<file path="src/rtl/sync_filter.sv">
// Multi-channel synchronizer with per-channel glitch filter and edge pulses.
// Each channel is independent; a filtered output changes only after FILTER_LEN stable samples.
module sync_filter #(
    parameter int               WIDTH       = 1,
    parameter int               PIPE_LENGTH = 2,
    parameter int               FILTER_LEN  = 4,
    parameter logic [WIDTH-1:0] RESET_VAL   = '0
) (
    input  logic             dest_clk_i,
    input  logic             dest_rst_i,
    input  logic [WIDTH-1:0] sig_i,
    output logic [WIDTH-1:0] sync_sig_o,
    output logic [WIDTH-1:0] filt_sig_o,
    output logic [WIDTH-1:0] rise_o,
    output logic [WIDTH-1:0] fall_o
);

    localparam int CW_RAW = $clog2(FILTER_LEN + 1);
    localparam int CW     = (CW_RAW < 1) ? 1 : CW_RAW;
    localparam logic [CW-1:0] CNT_MAX = CW'(FILTER_LEN - 1);
    localparam logic [CW-1:0] CNT_ONE = CW'(1);

    logic [PIPE_LENGTH-1:0][WIDTH-1:0] r_sync;
    logic [WIDTH-1:0]                  w_raw;
    logic [WIDTH-1:0]                  w_filt;
    logic [WIDTH-1:0]                  w_rise;
    logic [WIDTH-1:0]                  w_fall;

    // Synchronizer shift register: stage 0 samples the pins, last stage is raw.
    always_ff @(posedge dest_clk_i) begin
        if (dest_rst_i) begin
            r_sync <= {PIPE_LENGTH{RESET_VAL}};
        end else begin
            r_sync <= {r_sync[PIPE_LENGTH-2:0], sig_i};
        end
    end

    assign w_raw = r_sync[PIPE_LENGTH-1];

    for (genvar g = 0; g < WIDTH; g++) begin : g_ch
        logic          r_filt;
        logic          r_rise;
        logic          r_fall;
        logic [CW-1:0] r_cnt;

        // Debounce counter: any return of raw to filt restarts the qualification.
        always_ff @(posedge dest_clk_i) begin
            if (dest_rst_i) begin
                r_filt <= RESET_VAL[g];
                r_cnt  <= '0;
                r_rise <= 1'b0;
                r_fall <= 1'b0;
            end else if (w_raw[g] == r_filt) begin
                r_cnt  <= '0;
                r_rise <= 1'b0;
                r_fall <= 1'b0;
            end else if (r_cnt == CNT_MAX) begin
                r_filt <= w_raw[g];
                r_cnt  <= '0;
                r_rise <= w_raw[g];
                r_fall <= ~w_raw[g];
            end else begin
                r_cnt  <= r_cnt + CNT_ONE;
                r_rise <= 1'b0;
                r_fall <= 1'b0;
            end
        end

        assign w_filt[g] = r_filt;
        assign w_rise[g] = r_rise;
        assign w_fall[g] = r_fall;
    end

    assign sync_sig_o = w_raw;
    assign filt_sig_o = w_filt;
    assign rise_o     = w_rise;
    assign fall_o     = w_fall;

endmodule

</file>
<file path="config.mk">
export PLATFORM = sky130hd
export DESIGN_NAME = sync_filter
export DESIGN_NICKNAME = d
export VERILOG_FILES = /design/src/rtl/sync_filter.sv
export SDC_FILE = /design/constraint.sdc
export NUM_CORES = 1
export LEC_CHECK = 0
export CORE_AREA = 4 4 41 43
export CTS_CLUSTER_DIAMETER = 120
export DETAILED_ROUTE_END_ITERATION = 16
export DIE_AREA = 0 0 45 47
export SYNTH_ARGS = -nofsm -noshare
export SYNTH_HDL_FRONTEND = slang
export SYNTH_SLANG_ARGS = --single-unit
</file>
<file path="constraint.sdc">
create_clock -name dest_clk_i -period 1.2 [get_ports dest_clk_i]
set_clock_uncertainty 0.05 [all_clocks]
set_input_delay 0.12 -clock dest_clk_i [delete_from_list [all_inputs] [get_ports dest_clk_i]]
set_output_delay 0.12 -clock dest_clk_i [all_outputs]
set_load 0.005 [all_outputs]
</file>
### Word level (Yosys, flattened, before mapping)

Cells that the tools add are included.

| cells by class | value |
|---|---|
| reductions and logical operators | 3 |
| equal/unequal tests | 2 |
| bitwise operators | 3 |
| $add $sub $neg | 1 |

Operators by type and width:

| kind | count |
|---|---|
| $reduce_or 3->1 | 2 |
| $add 3x1->3 const B | 1 |
| $eq 3x2->1 const B | 1 |
| $not 1->1 | 3 |
| $reduce_and 2->1 | 1 |
| $eq 1x1->1 | 1 |

| storage, ports and cells | value |
|---|---|
| word-level logic and storage cells | 15 |
| output and inout bits | 4 |
| register bits | 8 |

### Depth between registers and ports, before layout

| depth | value |
|---|---|
| depth in word-level cells | 3 |
| gate-level depth with buffers | 4 |
| depth with buffers taken out | 4 |

### Worst setup path before layout

OpenSTA, ideal clock, no wires.

| timing | value |
|---|---|
| path type | register -> register |
| start | register g_ch[0].r_cnt[0] |
| end | register g_ch[0].r_rise (netlist: rise_o) |
| setup time | 0.117 ns |
| setup slack | 0.095 ns |
| clock period less this slack | 1.105 ns |
| data required time | 1.033 ns |
| stages on the path, launching flop included | 4 |
| data arrival time | 0.938 ns |
| buffers on the path | 0 |
| path through | dfxtp_1 > ha_1 > ha_1 > and4bb_2 |

| between the ends | value |
|---|---|
| cells in the longest elaborated chain, start to end | 3 |

Ends and longest elaborated chain:

| what | line | text |
|---|---|---|
| from (decl) | 44 | `logic [CW-1:0] r_cnt;` |
| from (signal assigned) | 63 | `r_cnt <= r_cnt + CNT_ONE;` |
| $eq 3x2->1 | 57 | `end else if (r_cnt == CNT_MAX) begin` |
| $not 1->1 (no source line) | n/a |  |
| $reduce_or 3->1 (no source line) | n/a |  |
| to (signal assigned) | 60 | `r_rise <= w_raw[g];` |
| to (decl) | 42 | `logic r_rise;` |

Every way passes these cells.
A chain may end at the register's enable or synchronous reset.

### Final worst setup path

| timing | value |
|---|---|
| start | register g_ch[0].r_cnt[0] |
| end | register g_ch[0].r_cnt[2] |

| between the ends | value |
|---|---|
| cells in the longest elaborated chain, start to end | 2 |
| elaborated cells between the ends (all ways) | 3 |
| classes of those cells | add/sub (1); eq/ne (1); reduce/logical (1) |

Ends and longest elaborated chain:

| what |
|---|
| branches (longest 2 deep; another with $add 3x1->3) |

Several ways; the timed one is not identified.

==> results <==
==> power groups by stage <==
stage	Combinational [mW]	Clock (mW)	Sequential (mW)
floorplan	0.00623	0	0.278
global placement	0.0211	0	0.278
detailed placement	0.0216	0	0.278
CTS	0.0237	0.212	0.272
global route	0.0262	0.219	0.272
finish	0.0236	0.199	0.272
==> how the worst max path moves through the flow <==
stage	startpoint	end	slack [ps]
final	g_ch[0].r_cnt[0]$_SDFF_PP0_	g_ch[0].r_cnt[2]$_SDFF_PP0_	40
after global routing	g_ch[0].r_cnt[0]$_SDFF_PP0_	g_ch[0].r_cnt[0]$_SDFF_PP0_	-2
after CTS	g_ch[0].r_cnt[0]$_SDFF_PP0_	g_ch[0].r_cnt[2]$_SDFF_PP0_	6
after detailed placement	g_ch[0].r_cnt[0]$_SDFF_PP0_	g_ch[0].r_cnt[0]$_SDFF_PP0_	-20
after global placement	g_ch[0].r_cnt[0]$_SDFF_PP0_	rise_o$_SDFF_PP0_	50
after floorplan	g_ch[0].r_cnt[0]$_SDFF_PP0_	rise_o$_SDFF_PP0_	90
==> metal layers <==
metal,vias up,track usage (%)
met4,0,5.26
met3,0,3.07
met2,7,9.04
met5,-,0
li1,100,-
met1,86,7.11
==> state kept, by name (all words and copies together) (netlist names) <==
register    flops
r_sync          1
rise_o          1
fall_o          1
filt_sig_o      1
sync_sig_o      1
g_ch.r_cnt      3
==> layout make-up <==
cell class / instances / share of cell area [%]
multi-input combinational: 12 / 30.6
clock buffer: 3 / 5.50
tap: 15 / 4.59
timing repair buffer: 9 / 19.0
sequential: 8 / 39.4
inverter: 1 / 0.917
==> stage by stage <==
stage / util [%] / worst slack (ps) / area [sq um]
CTS: 30.7 / 5.91 / 399
finish: 31.4 / 40.5 / 409
global placement: 28.5 / 51.1 / 370
floorplan: - / 94.5 / 277
detailed placement: 28.5 / -16.8 / 370
global route: 31.4 / -2.43 / 409
==> cell usage after synthesis <==
library cell,number
inv_1,1
and4bb_2,2
nor4_1,2
nor2_1,1
nor4b_2,1
dfxtp_1,8
ha_1,2
nor2b_1,2
mux2i_1,1
xnor2_1,1
==> kinds of logic (layout without fill, tap and decap cells) <==
group | count (synthesis) | count (layout) | share of synthesized area [%]
DFF | 8 | 8 | 57.9
and+or+nand+nor | 8 | 8 | 24.9
adders and majority gates | 2 | 2 | 9.05
xor gates and xnor gates | 1 | 1 | 3.17
muxes | 1 | 1 | 3.62
buffers and inverters | 1 | 13 | 1.36
==> repair_timing <==
action	CTS	global route
endpoints found under the setup margin	6	3
buffers inserted	1	0
gates resized for setup	6	1
pin swaps	1	0
==> results.yml <==
layout:
  drive_above_1_share_pct: 33.3
  stdcell_count: 48
  nNetsFinal: 40
  fillCellCount: 153
  ff_latch_area_sq_um: 161
  num_antenna_cells: 0
  mostFrequentLayoutCell: "dfxtp_1"
  layout.cells.most_common_list: "dfxtp_1, dlygate4sd2_1, clkbuf_4, buf_4"
  multi_input_area_sq_um: 125
  area_delta_synth_final_pct: 48.0
sta:
  final-hold-violation-count: 0
  rsz0062_at_grt: "true"
  maxSlewViolCount: 0
  slew_headroom_pct: 79.5
  period_needed_ps: 1160
  fin_crit_sh_pct: 96.6
  finalSetupViolations: 0
  clock.fmax_mhz: 862
  fin_tns_setup_ps: 0
  tightestPinTransition_ps: 306
  holdWs_ps: 375
power:
  power.density_mw_per_mm2: 1210
  leakagePower_nw: 0.171
  p_seq_share_pct: 55.0
  switching_power_mw: 0.0947
  clockPowerShare_pct: 40.2
  internal-power_mw: 0.399
  pwr-share-comb_pct: 4.8
  p_sw_share_pct: 19.2
  p_total_mw: 0.494
  vdd_ir_drop_max_mv: 0.487
worst_setup_path:
  cp.buffers_inverters: 0
  cp_data_arrival_time_ps: 1260
  cp-end-kind: "flip-flop"
  criticalPathCategory: "flip-flop to flip-flop"
  slowest_stage: "dfxtp_1"
  critPathLaunchType: "flip-flop"
  ff2ff_setup_slack_ps: 40
  crit_chain: "ha_1, ha_4, nor4_1"
  r2r_cells: 3
  r2r-start: "g_ch[0].r_cnt[0]$_SDFF_PP0_"
  cp.required_ps: 1300
  cp.depth: 3
  max_stage_delay_ps: 310
  worstPathMaxFanout: 2
  cp_top_family: "adder cells"
  r2r_end: "g_ch[0].r_cnt[2]$_SDFF_PP0_"
yosys:
  synth_top_area_share_pct: 57.9
  seq_area_frac_synth_pct: 57.9
  syn_area_per_cell_sq_um: 13.2
  synth.top_cells.by_area: "dfxtp_1, and4bb_2, ha_1"
  syn_nets: 26
  ys_warn_count: 0
  synth_top_area_cell: "dfxtp_1"
  ys_ff_latch: 8
  synth_area_sq_um: 277
  ys_types: 10
  syn_inst: 21
cts:
  htreeDepth: 1
  cts_buffer_depth: 2
  cts-buffers-inserted: 3
  cts_root_buffer: "clkbuf_4"
  clk_latency_ps: 250
  cts_num_sinks: 8
  clk_pin_slew_ps: 50
  cts_hold_buf: 0
  cts_tree: "yes"
routing:
  top_layer: "met3"
  drcViolationCount: 0
  wire_per_inst_um: 10.5
  viasPerCell: 4.02
  totalWireLength_um: 502
  m1WireLength_um: 232
  drtIter0Drc: 0
  drt-pass1-iter-count: 1
  route.antenna.remaining_nets: 0
  met2_length_um: 222
  routed-wl-met3_um: 46
  via_count: 193
die:
  core-area_sq_mm: 0.00130
  fp-row-count: 13
  die-area_sq_mm: 0.00212
  start_util_pct: 21.2
  die_w_um: 45
  boundaryPins: 7
  die-height_um: 47
hold_path:
  hold_path_depth: 2
  holdPathEnd: "r_sync[0]$_SDFF_PP0_"
  min_path_type: "input port to flip-flop"
  worstHoldStart: "sig_i"
placement:
  dp_cells: 44
  dp_hpwl_um: 371
  port_buffers: 6
  globalplace.congestion: 0.628
global_routing:
  antenna_found_initial: 0
  grt_pass1_vias: 218
  grt_first_pass_wirelength_um: 890
  grtUsageTotal_pct: 6.34
  gr-total-overflow: 0
  grt_max_degree: 7
status:
  status: "completed"
job:
  drv_cap: 0
Power figures use the tool's default switching activity.
